===== config.mk =====
export PLATFORM = sky130hd
export DESIGN_NAME = flag_unit
export DESIGN_NICKNAME = d
export VERILOG_FILES = /design/src/rtl/wisc_pkg.sv /design/src/rtl/flag_unit_cond_eval.sv /design/src/rtl/flag_unit.sv
export SDC_FILE = /design/constraint.sdc
export NUM_CORES = 1
export LEC_CHECK = 0
export ABC_AREA = 0
export CORE_AREA = 4 4 41 43
export DETAILED_ROUTE_END_ITERATION = 12
export DIE_AREA = 0 0 45 47
export GPL_TIMING_DRIVEN = 0
export PLACE_DENSITY = 0.57
export RECOVER_POWER = 25
export SETUP_SLACK_MARGIN = 0.02
export SLEW_MARGIN = 15
export SYNTH_ARGS = -nofsm -noshare
export SYNTH_HDL_FRONTEND = slang
export SYNTH_SLANG_ARGS = --single-unit
export TNS_END_PERCENT = 20

===== constraint.sdc =====
create_clock -name clk -period 2.1 [get_ports clk]
set_input_delay 0.21 -clock clk [delete_from_list [all_inputs] [get_ports clk]]
set_output_delay 0.21 -clock clk [all_outputs]
set_load 0.01 [all_outputs]

===== src/rtl/wisc_pkg.sv =====
// Shared ISA constants: ALU opcodes, branch condition codes, flag bit indices,
// and the per-opcode flag write mask.
package wisc_pkg;

    typedef enum logic [2:0] {
        OP_ADD     = 3'b000,
        OP_SUB     = 3'b001,
        OP_XOR     = 3'b010,
        OP_RED     = 3'b011,
        OP_SLL     = 3'b100,
        OP_SRA     = 3'b101,
        OP_ROR     = 3'b110,
        OP_PADDSUB = 3'b111
    } alu_op_e;

    typedef enum logic [2:0] {
        CC_NE = 3'b000,
        CC_EQ = 3'b001,
        CC_GT = 3'b010,
        CC_LT = 3'b011,
        CC_GE = 3'b100,
        CC_LE = 3'b101,
        CC_OV = 3'b110,
        CC_UN = 3'b111
    } cc_e;

    localparam int unsigned FZ = 2;
    localparam int unsigned FV = 1;
    localparam int unsigned FN = 0;

    // Flag bits an opcode defines; bits outside the mask are don't-care from the ALU.
    function automatic logic [2:0] flag_mask(input logic [2:0] op);
        logic [2:0] m;
        m = '0;
        case (op)
            OP_ADD, OP_SUB:          m = '1;
            OP_XOR, OP_SLL,
            OP_SRA, OP_ROR:          m = 3'b100;
            default:                 m = '0;
        endcase
        return m;
    endfunction

endpackage


===== src/rtl/flag_unit_cond_eval.sv =====
// Branch condition evaluator: decodes a 3-bit condition code against Z/V/N.
module cond_eval
    import wisc_pkg::*;
(
    input  logic [2:0] ccc,
    input  logic [2:0] f,
    output logic       cond
);

    // Pure decode of the condition code against the supplied flags
    always_comb begin
        cond = 1'b0;
        case (ccc)
            CC_NE:   cond = ~f[FZ];
            CC_EQ:   cond =  f[FZ];
            CC_GT:   cond = ~f[FZ] & ~f[FN];
            CC_LT:   cond =  f[FN];
            CC_GE:   cond =  f[FZ] | ~f[FN];
            CC_LE:   cond =  f[FN] | f[FZ];
            CC_OV:   cond =  f[FV];
            default: cond = 1'b1;
        endcase
    end

endmodule


===== src/rtl/flag_unit.sv =====
// Condition-flag register with per-opcode selective update and branch
// resolution, with optional same-cycle forwarding of the flag write.
module flag_unit
    import wisc_pkg::*;
#(
    parameter bit BYPASS = 1'b1
) (
    input  logic       clk,
    input  logic       rst_n,
    input  logic       ex_valid,
    input  logic       ex_alu_op,
    input  logic [2:0] ex_opcode,
    input  logic [2:0] ex_flags,
    input  logic       stall,
    input  logic       flush,
    input  logic       br_valid,
    input  logic [2:0] br_ccc,
    output logic [2:0] flags_q,
    output logic       br_taken,
    output logic       br_hazard
);

    logic       upd;
    logic [2:0] mask;
    logic [2:0] nxt;
    logic [2:0] f;
    logic       cond;

    // Qualify the write and merge only the defined flag bits; the ternary keeps
    // undefined ALU bits from propagating when their mask bit is clear
    always_comb begin
        upd  = ex_valid & ex_alu_op & ~stall & ~flush;
        mask = flag_mask(ex_opcode);
        nxt  = flags_q;
        for (int unsigned i = 0; i < 3; i++) begin
            nxt[i] = (upd & mask[i]) ? ex_flags[i] : flags_q[i];
        end
    end

    // Architectural flag register
    always_ff @(posedge clk or negedge rst_n) begin
        if (!rst_n) flags_q <= '0;
        else        flags_q <= nxt;
    end

    // Pick the evaluation source and stall decode while a write is in flight
    // when forwarding is disabled
    always_comb begin
        if (BYPASS) begin
            f         = nxt;
            br_hazard = 1'b0;
        end else begin
            f         = flags_q;
            br_hazard = br_valid & upd & (mask != 3'b000);
        end
    end

    cond_eval u_cond_eval (
        .ccc  (br_ccc),
        .f    (f),
        .cond (cond)
    );

    // Final branch decision, suppressed while decode must stall
    always_comb begin
        br_taken = br_valid & cond & ~br_hazard;
    end

endmodule


==> implementation parameters <==
Parameter                              Value

Synth
  Flops & latches, synth ... 3
  Sequential area share after synthesis ... 0.251
  Synthesized netlist net count ... 49
  Largest area contributor in the netlist ... dfrtp_1
  Total number of yosys warnings ... 0
  Top area cells in the synthesized netlist ... dfrtp_1 (25%), mux2_2 (7.5%), mux4_2 (7.5%)
  Post-Syn Area ... 299 um^2
  Syn Inst Count ... 33
  Proportion of netlist area held by the largest area contributor ... 0.251
  Count of unique library cells instantiated by Yosys ... 20
  Mean post-synth cell area ... about 9.1 um^2

Worst setup path
  Crit. End Element ... output port
  Worst-path fanout max ... 4
  Critical setup path kind ... input port to output port
  Category of the worst setup path launch point ... input port
  CP Data Required Time ... roughly 1900 ps
  Worst path arrival time ... between 1500 and 2000 ps

Pwr
  Pwr dens ... about 540 nW/um^2
  Worst ir drop on vdd ... 0.555 mV
  Fraction of power consumed by sequential logic ... 0.266
  Internal power ... around 220 uW
  Overall power consumption ... roughly 310 uW
  Combinational fraction of design power ... 0.398
  Leakage power figure ... 0.000265 uW
  Switching share of total power ... 0.290
  Psw ... ~90 uW
  Clk pwr share ... 0.336

Global route
  Global-route congestion overflow total ... 0
  Pin count of the biggest net entering global routing ... 9
  First-pass GRT wire length ... roughly 1.5 mm
  Number of global-route vias before repair ... between 300 and 400
  Antenna violations before repair ... 0
  GRT Util Overall ... 0.0960

Detailed routing
  Overall routed net length ... around 850 um
  Antenna Nets Post-Route ... 0
  Average wire length per cell after detail routing ... about 11 um
  Average via count per standard cell ... about 4.6
  Remaining design rule violation count ... 0
  Via Count ... 344
  Violation count after the first detailed-routing iteration ... 4
  First-pass DRT Iterations ... 4

Clock network
  Post-CTS Hold Buffers ... 0
  Clk buf depth ... 2
  Clock slew seen by the registers of the worst setup and hold paths ... 40 ps
  Skew-Pair Late Insertion Delay ... 240 ps
  Level count of the clock H-tree ... 1
  Root cell of the clock tree ... clkbuf_4
  TritonCTS clock tree ... done
  Clock buffers created by TritonCTS ... 3
  Sink count of the clock tree ... 3

Die
  Starting density of the core ... 0.230
  Top Ports ... 21
  Full die area ... between 2000 and 2500 um^2
  Core ar. ... around 1300 um^2
  Floorplan row count ... 13
  Vert. Die Dim ... ~47 um
  Die Width ... roughly 45 um

Placed design
  Post-Place Worst Slack ... -475 ps
  Gp weighted congestion ... 0.653
  PortBufs ... 19

Final layout
  Fraction of layout cells with a size suffix above 1 ... 0.317
  Area Overhead vs Synth ... 91.2%
  Nets ... 77
  Biggest regs ... flags_q: 3 flops
  Most frequent cells in the layout ... clkdlybuf4s50_1 (11), buf_4 (5), dlygate4sd2_1 (4)
  Top reg by flops ... flags_q
  Largest register FFs ... 3
  Antenna diode instance count ... 0
  Leading cell type in the layout, fill and taps excluded ... clkdlybuf4s50_1

Timing
  Final setup violation count ... 0
  Crit path time final ... 1990 ps
  Hold slack final ... approximately 220 ps
  Maximum clock frequency ... slightly above 0.5 GHz
  Setup TNS ... 0 ps
  Least setup slack across all paths after layout ... 112 ps
  Hold Violations, Final ... 0
  Layout Skew ... 0 ps
  Number of pins exceeding their max-slew limit in the final report ... 0
  Fraction of the cycle the final worst path needs ... 0.947
  Unrepaired setup endpoints after global routing ... false

Run
  Max-cap viol count ... 0

Run status
  Result of the run ... completed

Worst hold path
  Path class of the lowest-slack min-delay path ... input port to async pin
[power groups by stage]
| stage | registers, uW | clock network, uW | logic (uW) |
|---|---|---|---|
| CTS | 82.5 | 107 | 123 |
| global placement | 83.1 | 0 | 118 |
| detailed placement | 83.3 | 0 | 118 |
| floorplan | 86.3 | 0 | 44.3 |
| finish | 82.7 | 105 | 124 |
| global route | 84.8 | 116 | 135 |
[critical path: stages]
cell and delay (ps):
dlygate4sd2_1 220, and4bb_2 350, nand2_4 70, buf_4 140, mux4_2 430, a21oi_2 120
o22a_2 140, buf_6 90
[kinds of logic after synthesis]
| group | count (synthesis) | share of synthesized area |
|---|---|---|
| other | 1 | 0.0125 |
| muxes | 4 | 0.201 |
| and+or+nand+nor | 14 | 0.314 |
| AOI/OAI and AO/OA | 7 | 0.159 |
| buffers and inverters | 4 | 0.0628 |
| DFF | 3 | 0.251 |
[metrics by stage]
| step | area (um^2) | util | instances |
|---|---|---|---|
| final | 572 | 0.439 | 75 |
| after global routing | 572 | 0.439 | 75 |
| after CTS | 563 | 0.433 | 75 |
| after detailed placement | 508 | 0.390 | 67 |
| after global placement | 508 | 0.390 | 67 |
| after floorplan | 299 | - | 33 |
[synthesized netlist by cell type (all sizes together)]
| cell | number |
|---|---|
| buf | 1 |
| nand4 | 3 |
| nor2b | 1 |
| nand4b | 2 |
| o22a | 1 |
| mux2 | 3 |
| mux4 | 1 |
| or3b | 1 |
| inv | 3 |
| conb | 1 |
| o311a | 1 |
| dfrtp | 3 |
| o21ai | 2 |
| a21oi | 2 |
| nor2 | 2 |
| and4bb | 1 |
| nand2 | 4 |
| o211ai | 1 |
[per-layer routing]
layer / GRT usage / part of all wire / vias up / wire [um]
met2: 0.150 / 0.50 / 11 / 423
met5: 0 / 0 / - / 0
li1: - / - / 177 / -
met1: 0.122 / 0.43 / 156 / 366
met3: 0.0460 / 0.071 / 0 / 60
met4: 0.0175 / 0 / 0 / 0
[worst paths after layout]
kind / startpoint / endpoint / cells after the start / slack (ps)
min in group clk: ex_opcode[1] / flags_q[2] / 4 / 500
hold / removal: rst_n / flags_q[0] / 1 / 220
max in group asynchronous: rst_n / flags_q[2] / 1 / 1730
hold reg to reg: flags_q[1] / flags_q[1] / 2 / 520
setup reg to reg: flags_q[0] / flags_q[0] / 2 / 1180
setup / recovery: stall / br_taken / 8 / 110
[cell type report]
cell class	instances	area, um^2
inverter	3	11.3
clock buffer	4	26.3
fill	135	729
buffer	1	7.51
sequential	3	75.1
timing repair buffer	23	221
tap	15	18.8
multi-input combinational	26	211
[timing repair]
| action | CTS | global route |
|---|---|---|
| setup endpoints to repair | 1 | 1 |
| pin swaps | 4 | 4 |
| resized for setup | 10 | 3 |
| buffers inserted | 4 | 0 |
Power figures use the tool's default switching activity.
==> RTL edit (same flow settings) <==
Set the parameter `BYPASS` to 1'b0 (it was 1'b1).
--- a/src/rtl/flag_unit.sv
+++ b/src/rtl/flag_unit.sv
@@ -3,7 +3,7 @@
 module flag_unit
     import wisc_pkg::*;
 #(
-    parameter bit BYPASS = 1'b1
+    parameter bit BYPASS = 1'b0
 ) (
     input  logic       clk,
     input  logic       rst_n,
Check against the original RTL: not equivalent (a bounded check fails within 4 cycles, from zero or initial values and one cycle with rst_n low).
==> RTL edit against the original RTL <==
Total power shrank 7.2%. Final area shrank 19%. Count of clock-buffer cells in the layout is the same. Sequential power grew 3.5%. Area after synthesis shrank 26%. Largest power group unchanged. Sequential cell count is the same. First-iteration DRC count grew 25%. Setup slack gained 0.080 ns. Final cell count shrank 21%. Routed wire length shrank 21%.
==> RTL edit: results <==
metrics = {
    "status": {
        "run_status": "completed",
    },
    "detailed_routing": {
        "drtPass1Iterations": 3,
        "first_iter_violations": 5,
        "drt-total-wl_um": 668,
        "vias_per_cell": 4.32,
    },
    "synthesis": {
        "seq_area_frac_synth_pct": 33.9,
        "netlist_instances": 20,
    },
    "critical_path": {
        "critPathLaunch": "br_ccc[1]",
        "max_stage_delay_ns": 0.47,
        "crit_arrival_ns": 1.70,
        "critPathSlowestCell": "clkdlybuf4s50_1",
    },
    "global_route": {
        "grt_max_degree": 7,
        "grt_pass1_wl_mm": 1.06,
        "grt_pass1_vias": 280,
        "grt_use_total_pct": 7.50,
    },
    "cells_and_area": {
        "drive_above_1_share_pct": 18.2,
        "finalNetCount": 61,
    },
    "power_and_ir_drop": {
        "ir_worst_vdd_mv": 0.194,
        "total_leakage_power_nw": 0.185,
    },
    "place": {
        "gp_congestion": 0.615,
        "dpl_cell_area_um2": 440,
        "port_buffers": 20,
        "hpwl_um": 575,
        "placedCellCount": 55,
    },
    "clocking": {
        "postCtsSetupRepairBufs": 0,
    },
}
RTL edit: cell count changes after synthesis, sizes merged, moves of 2 or more:
cell and change:
nand2 -4, inv -3, nand4 -3, a211oi +2
a21oi -2, and2 +2, nand4b -2, or3 +2
RTL edit: critical path: cells and delay by family:
kind,cells,cell delay (ns)
buffers and inverters,2,0.76
AND/OR/NAND/NOR,1,0.39
AO/OA/AOI/OAI,2,0.33
RTL edit: cell type report:
class | count | area (µm²)
Clock buffer | 4 | 26.3
Fill cell | 146 | 836
Multi-Input combinational cell | 17 | 146
Sequential cell | 3 | 75.1
Tap cell | 15 | 18.8
Timing Repair Buffer | 20 | 199
RTL edit: timing repair:
item,CTS,global route
setup endpoints to repair,1,0
hold buffers,0,0
resized for setup,1,0
RTL edit: cell families after synthesis:
group / count (synthesis) / share of synthesized area, %
muxes: 4 / 23.7
and+or+nand+nor: 8 / 27.1
AOI/OAI and AO/OA: 5 / 15.3
DFF: 3 / 33.9
RTL edit: worst paths after layout:
| check | to | slack, ns | cells past startpoint |
|---|---|---|---|
| worst max-delay path | br_taken | 0.19 | 5 |
| worst min-delay path | flags_q[2]$_DFFE_PN0P_ | 0.24 | 1 |
| worst max register to register | flags_q[2]$_DFFE_PN0P_ | 1.28 | 1 |
| min in group clk | flags_q[1]$_DFFE_PN0P_ | 0.53 | 1 |
| worst min register to register | flags_q[1]$_DFFE_PN0P_ | 0.53 | 1 |
| max in group asynchronous | flags_q[1]$_DFFE_PN0P_ | 1.71 | 1 |
RTL edit: metal layers:
metal / up-vias / global-route usage, % / share of wire, %
met3: 0 / 5.36 / 22
met1: 107 / 6.36 / 34
met2: 21 / 12.4 / 44
met5: - / 0 / 0
li1: 127 / - / -
met4: 0 / 5.26 / 0
RTL edit: per-stage QoR:
stage	power [mW]	worst slack (ns)	utilization, %
2_1_floorplan	0.124	0.761	-
3_3_place_gp	0.192	-0.00422	33.8
3_5_place_dp	0.192	-0.0298	33.8
4_1_cts	0.298	0.167	35.8
5_1_grt	0.306	0.0605	35.8
6_report	0.289	0.191	35.8
RTL edit: power breakdown:
group          switching (mW)  internal (mW)
combinational          0.0290         0.0732
clock                  0.0299         0.0712
sequential             0.0152         0.0703
